### config.mk
export PLATFORM = sky130hd
export DESIGN_NAME = atm_cmd_sequencer
export DESIGN_NICKNAME = d
export VERILOG_FILES = /design/src/rtl/atm_cmd_sequencer.sv
export SDC_FILE = /design/constraint.sdc
export NUM_CORES = 1
export LEC_CHECK = 0
export BUFFER_PORTS_ARGS = -buffer_cell sky130_fd_sc_hd__buf_2
export CAP_MARGIN = 15
export CORE_MARGIN = 2
export CORE_UTILIZATION = 51
export DETAILED_ROUTE_END_ITERATION = 6
export PLACE_DENSITY = 0.81
export SLEW_MARGIN = 30
export SYNTH_ARGS = -nofsm -noshare
export SYNTH_HDL_FRONTEND = slang
export SYNTH_SLANG_ARGS = --single-unit
### constraint.sdc
create_clock -name clock -period 2 [get_ports clock]
set_input_delay 0.3 -clock clock [delete_from_list [all_inputs] [get_ports clock]]
set_output_delay 0.3 -clock clock [all_outputs]
set_load 0.005 [all_outputs]
### src/rtl/atm_cmd_sequencer.sv
// Session sequencer: card/keypad events -> 3-bit command stream, PIN check, retries, lockout.
// Optional inactivity timeout built only when ATM_SEQ_TIMEOUT_EN is defined.
module atm_cmd_sequencer #(
  parameter int unsigned PIN_DIGITS     = 4,
  parameter int unsigned MAX_TRIES      = 3,
  parameter int unsigned LOCK_CYCLES    = 1024,
  parameter int unsigned TIMEOUT_CYCLES = 4096
) (
  input  logic                    clock,
  input  logic                    reset,
  input  logic                    card_in,
  input  logic                    key_valid,
  input  logic [3:0]              key_digit,
  input  logic                    key_enter,
  input  logic                    key_cancel,
  input  logic [4*PIN_DIGITS-1:0] stored_pin,
  output logic [2:0]              cmd_out,
  output logic                    cmd_valid,
  input  logic                    cmd_ready,
  input  logic [2:0]              rsp_code,
  input  logic                    rsp_valid,
  output logic [2:0]              last_rsp,
  output logic [1:0]              tries,
  output logic                    locked,
  output logic                    busy
);

  localparam int PW    = 4 * PIN_DIGITS;
  localparam int CNT_W = $clog2(PIN_DIGITS + 1);
  localparam int LCK_W = $clog2(LOCK_CYCLES + 1);

  localparam logic [2:0] CMD_CARD_OK    = 3'b000;
  localparam logic [2:0] CMD_PIN_BAD    = 3'b001;
  localparam logic [2:0] CMD_PIN_OK     = 3'b010;
  localparam logic [2:0] CMD_TXN_REQ    = 3'b011;
  localparam logic [2:0] CMD_TXN_CANCEL = 3'b100;
  localparam logic [2:0] CMD_EJECT      = 3'b101;
  localparam logic [2:0] CMD_CARD_LOST  = 3'b110;

  typedef enum logic [2:0] {
    S_IDLE, S_SEND, S_PIN, S_CHECK, S_SELECT, S_WAIT, S_LOCK
  } state_t;

  state_t             state_q, state_d, ret_q, ret_d;
  logic [2:0]         cmd_q, cmd_d, rsp_q, rsp_d;
  logic               vld_q, vld_d, pend_q, pend_d, lost_q, lost_d;
  logic [PW-1:0]      pin_q, pin_d;
  logic [CNT_W-1:0]   cnt_q, cnt_d;
  logic [1:0]         tries_q, tries_d;
  logic [LCK_W-1:0]   lock_q, lock_d;
  logic               card_q, card_prev_q;

  logic               card_rise, card_fall, lost, cancel, digit_ok, pin_match, timeout_hit;
  logic               launch;
  logic [2:0]         launch_cmd;
  state_t             launch_ret;

`ifdef ATM_SEQ_TIMEOUT_EN
  localparam int TO_W = $clog2(TIMEOUT_CYCLES + 1);
  logic [TO_W-1:0] to_cnt_q;
  logic            to_active;

  assign to_active   = (state_q == S_PIN) || (state_q == S_SELECT);
  assign timeout_hit = to_active && (32'(to_cnt_q) == TIMEOUT_CYCLES - 1);

  // Any other state holds the counter at zero, so every entry starts fresh.
  always_ff @(posedge clock) begin
    if (reset || !to_active || key_valid || key_enter || key_cancel) begin
      to_cnt_q <= '0;
    end else begin
      to_cnt_q <= to_cnt_q + TO_W'(1);
    end
  end
`else
  assign timeout_hit = 1'b0 & (TIMEOUT_CYCLES == 0);
`endif

  assign card_rise = card_q & ~card_prev_q;
  assign card_fall = ~card_q & card_prev_q;
  assign lost      = lost_q | card_fall;
  assign cancel    = key_cancel | timeout_hit;
  assign digit_ok  = key_valid && (key_digit <= 4'd9);
  assign pin_match = (cnt_q == CNT_W'(PIN_DIGITS)) && (pin_q == stored_pin);

  always_comb begin
    state_d    = state_q;
    ret_d      = ret_q;
    cmd_d      = cmd_q;
    vld_d      = vld_q;
    pend_d     = pend_q;
    pin_d      = pin_q;
    cnt_d      = cnt_q;
    tries_d    = tries_q;
    lock_d     = lock_q;
    rsp_d      = rsp_q;
    lost_d     = lost_q;
    launch     = 1'b0;
    launch_cmd = CMD_CARD_OK;
    launch_ret = S_IDLE;

    // A removal seen mid-command is remembered and acted on once back in a session state.
    if (state_q == S_IDLE) begin
      lost_d = 1'b0;
    end else if (card_fall && (state_q != S_LOCK)) begin
      lost_d = 1'b1;
    end

    case (state_q)
      S_IDLE: begin
        if (card_rise) begin
          launch = 1'b1; launch_cmd = CMD_CARD_OK; launch_ret = S_PIN;
        end
      end
      S_SEND: begin
        if (!vld_q) begin
          vld_d = 1'b1;
        end else if (cmd_ready) begin
          vld_d = 1'b0;
          if (pend_q) begin
            cmd_d  = CMD_EJECT;
            pend_d = 1'b0;
          end else begin
            state_d = ret_q;
          end
        end
      end
      S_PIN: begin
        if (lost) begin
          launch = 1'b1; launch_cmd = CMD_CARD_LOST; launch_ret = S_IDLE;
        end else if (cancel) begin
          launch = 1'b1; launch_cmd = CMD_TXN_CANCEL; launch_ret = S_IDLE; pend_d = 1'b1;
        end else if (key_enter) begin
          state_d = S_CHECK;
        end else if (digit_ok && (32'(cnt_q) < PIN_DIGITS)) begin
          pin_d = PW'({pin_q, key_digit});
          cnt_d = cnt_q + CNT_W'(1);
        end
      end
      S_CHECK: begin
        launch = 1'b1;
        if (pin_match) begin
          launch_cmd = CMD_PIN_OK; launch_ret = S_SELECT;
        end else if (32'(tries_q) + 32'd1 < MAX_TRIES) begin
          launch_cmd = CMD_PIN_BAD; launch_ret = S_PIN;
          tries_d    = tries_q + 2'd1;
          cnt_d      = '0;
          pin_d      = '0;
        end else begin
          launch_cmd = CMD_EJECT; launch_ret = S_LOCK;
          lock_d     = '0;
        end
      end
      S_SELECT: begin
        if (lost) begin
          launch = 1'b1; launch_cmd = CMD_CARD_LOST; launch_ret = S_IDLE;
        end else if (cancel) begin
          launch = 1'b1; launch_cmd = CMD_TXN_CANCEL; launch_ret = S_IDLE; pend_d = 1'b1;
        end else if (key_enter) begin
          launch = 1'b1; launch_cmd = CMD_TXN_REQ; launch_ret = S_WAIT;
        end
      end
      S_WAIT: begin
        if (lost) begin
          launch = 1'b1; launch_cmd = CMD_CARD_LOST; launch_ret = S_IDLE;
        end else if (rsp_valid) begin
          rsp_d  = rsp_code;
          launch = 1'b1; launch_cmd = CMD_EJECT; launch_ret = S_IDLE;
        end
      end
      S_LOCK: begin
        if (32'(lock_q) == LOCK_CYCLES - 1) begin
          state_d = S_IDLE;
        end else begin
          lock_d = lock_q + LCK_W'(1);
        end
      end
      default: state_d = S_IDLE;
    endcase

    if (launch) begin
      state_d = S_SEND;
      vld_d   = 1'b1;
      cmd_d   = launch_cmd;
      ret_d   = launch_ret;
    end

    if ((state_d == S_IDLE) && (state_q != S_IDLE)) begin
      tries_d = '0;
      cnt_d   = '0;
      pin_d   = '0;
    end
  end

  always_ff @(posedge clock) begin
    if (reset) begin
      state_q     <= S_IDLE;
      ret_q       <= S_IDLE;
      cmd_q       <= CMD_CARD_OK;
      vld_q       <= 1'b0;
      pend_q      <= 1'b0;
      pin_q       <= '0;
      cnt_q       <= '0;
      tries_q     <= '0;
      lock_q      <= '0;
      rsp_q       <= '0;
      lost_q      <= 1'b0;
      card_q      <= 1'b0;
      card_prev_q <= 1'b0;
    end else begin
      state_q     <= state_d;
      ret_q       <= ret_d;
      cmd_q       <= cmd_d;
      vld_q       <= vld_d;
      pend_q      <= pend_d;
      pin_q       <= pin_d;
      cnt_q       <= cnt_d;
      tries_q     <= tries_d;
      lock_q      <= lock_d;
      rsp_q       <= rsp_d;
      lost_q      <= lost_d;
      card_q      <= card_in;
      card_prev_q <= card_q;
    end
  end

  assign cmd_out   = cmd_q;
  assign cmd_valid = vld_q;
  assign last_rsp  = rsp_q;
  assign tries     = tries_q;
  assign locked    = (state_q == S_LOCK);
  assign busy      = (state_q != S_IDLE);

endmodule

==> metrics.csv <==
metric,value,unit
synth_top_family_by_area,simple AND/OR/NAND/NOR gates,
place_inst,444,
max_stage_delay,0.36,ns
multi_input_area,1610,um2
start_util,53.8,%
crit_arrival,2.26,ns
clockBufferDepth,2,
vias_per_cell,5.92,
fp.dieH,75.3,um
antenna_found_initial,0,
yosys.area_share.adder,3.38,%
peakVddDrop,0.733,mV
synth-edff-count,0,
hold_viol,0,
min_period,2.02,ns
yosysTopAreaCell,dfxtp_1,
cp_cell_sequence,xor2_1 -> nor4_2 -> nand3_2 -> buf_6 -> nor3_4 -> buf_2 -> o21ai_0 -> a21oi_1,
rsz0062_at_grt,yes,
p_per_area,549,nW/um2
synth_flop_cell,dfxtp_1,
drive_above_1_share,31.4,%
fp.dieW,75.3,um
synth_warnings,0,
cp.buffers_inverters,2,
grt_usage,23.9,%
io_buffers,41,
netlist_area,2590,um2
async_flop_share,0,%
place.gp.congestion,0.923,
fin_crit_sh,101,%
syn_nets,356,
ys_ff_latch,49,
syn2layout_area_growth,32.9,%
synth_cell_type_count,54,
seqCellArea,993,um2
seq_area_frac_synth,37.9,%
fmaxAchievable,495,MHz
firstDrtPassIters,5,
drt_wl_total,7060,um
crit_type,flop to flop,
violations,setup timing,
dr.first_iter.drc_count,295,
synthMuxAreaShare,1.93,%
final_nets,432,
stdcell_count,462,
core.rowCount,25,
grt-ovfl-total,0,
cts.sinks,49,
finClkSkew,0.00698,ns
grt_pass1_wl,10600,um
cts_tree,built,
num_antenna_cells,0,
vias,2733,
syn_avg_cell_area,8.15,um2
route.detailed.drc,0,
die_area,5670,um2
yosysMostFrequentCell,dfxtp_1,
slowest_stage,dfxtp_1,
numCtsBuffers,5,
cp.required,2.24,ns
slew_viol_final,0,
first_global_vias,2383,
grt_max_degree,20,
ctsHoldBuffers,0,
fin_ws,-0.0218,ns
io_pins,42,
path_delay_family,simple AND/OR/NAND/NOR gates,
clock_latency,0.30,ns
slew_headroom,76.9,%
synth_common_cells,"dfxtp_1 (49), a21oi_1 (34), nand2_1 (32)",
hpwl,4560,um
synth_xor_area_share,5.75,%
worstMarginPinSlew,0.342,ns
synth_top_area_share,37.9,%
h-tree-depth,2,
critPathMaxFanout,5,
clockRootBuffer,clkbuf_8,
cap_violations,0,
synthSimpleGateAreaFrac,23.7,%
drtAntennaViolNets,0,
hold_class,primary input to flop,
worst_setup_path_start_kind,flop,
synthCells,318,
fin_util,71.5,%
fp.coreArea,4820,um2
synth-compound-area-share,23.1,%
path_clk_slew,0.09,ns
wl_per_cell,15.3,um
setup_violations,2,
nFillCells,355,
power_leakage,1.41,nW
yosys-top-cells-area,"dfxtp_1 (38%), a21oi_1 (6.6%), o21ai_0 (5.4%)",
status,finished with violations,
end_kind,flop,
-- logic make-up after synthesis --
logic type	count (synthesis)
multiplexers	5
AND/OR/NAND/NOR	118
adder cells (fa/ha/maj)	7
buffers and inverters	27
flip-flops	49
AO/OA/AOI/OAI	95
XOR/XNOR	17
-- metrics by stage --
stage	setup TNS [ns]	area (um2)	hold WS [ns]	setup WS, ns	total power, mW
global route	-1.07	3440	0.239	-0.114	1.95
CTS	0	3200	0.217	0.00432	1.89
floorplan	0	2620	0.428	0.00140	1.09
detailed placement	-0.00422	3080	0.438	-0.00422	1.17
finish	-0.0434	3440	0.213	-0.0218	1.89
global placement	0	3080	0.434	0.0405	1.17
-- state kept, by name (all words and copies together) (netlist names) --
name,count
ret_q,3
lost_q,1
lock_q,11
card_q,1
tries,2
cmd_out,3
state_q,3
pend_q,1
cnt_q,3
card_prev_q,1
last_rsp,3
pin_q,16
cmd_valid,1
-- power by group --
part / total [mW] / switching, mW / internal [mW] / leakage, nW
sequential: 0.984 / 0.00566 / 0.978 / 0.399
clock: 0.736 / 0.327 / 0.408 / 0.0585
combinational: 0.171 / 0.0925 / 0.0785 / 0.952
total: 1.89 / 0.426 / 1.46 / 1.41
-- path summary, 6_finish.rpt --
check	slack [ns]	depth (start not counted)	from	to
hold reg to reg	0.48	2	pin_q[2]	pin_q[6]
setup / recovery	-0.02	8	pin_q[6]	pin_q[7]
hold / removal	0.21	2	card_in	card_q
setup reg to reg	-0.02	8	pin_q[6]	pin_q[7]
-- layout make-up --
cell class	count	share of cell area, %
multi-input cells	242	46.7
flip-flops and latches	49	28.9
repair buffers	83	17.0
clock buffers	7	2.51
well taps	67	2.43
inverters	13	1.64
clock inverters	1	0.872
-- metal layers --
| metal | GRT usage [%] | vias up | wire, um |
|---|---|---|---|
| met4 | 6.24 | 0 | 178 |
| met2 | 40.2 | 128 | 3480 |
| met3 | 4.95 | 21 | 478 |
| met5 | 0 | - | 0 |
| met1 | 31.3 | 1297 | 2930 |
| li1 | - | 1287 | - |
-- placed cells by master (no fill, tap or decap), drive strengths merged, types with 3 or more instances in the layout --
| cell type | count |
|---|---|
| a211oi | 4 |
| a21o | 3 |
| a21oi | 35 |
| and3 | 3 |
| buf | 82 |
| clkbuf | 8 |
| dfxtp | 49 |
| ha | 7 |
| inv | 13 |
| mux2i | 5 |
| nand2 | 32 |
| nand2b | 5 |
| nand3 | 9 |
| nand3b | 3 |
| nand4 | 3 |
| nor2 | 31 |
| nor2b | 5 |
| nor3 | 6 |
| nor4 | 4 |
| o21ai | 28 |
| o2bb2ai | 3 |
| or3 | 7 |
| or4 | 3 |
| xor2 | 15 |
-- what timing repair did --
action,4_1_cts,5_1_grt
resized for setup,3,62
cloned,0,3
setup endpoints to repair,21,37
pin swaps,1,33
setup buffers,0,7
(Power assumes the default switching activity.)
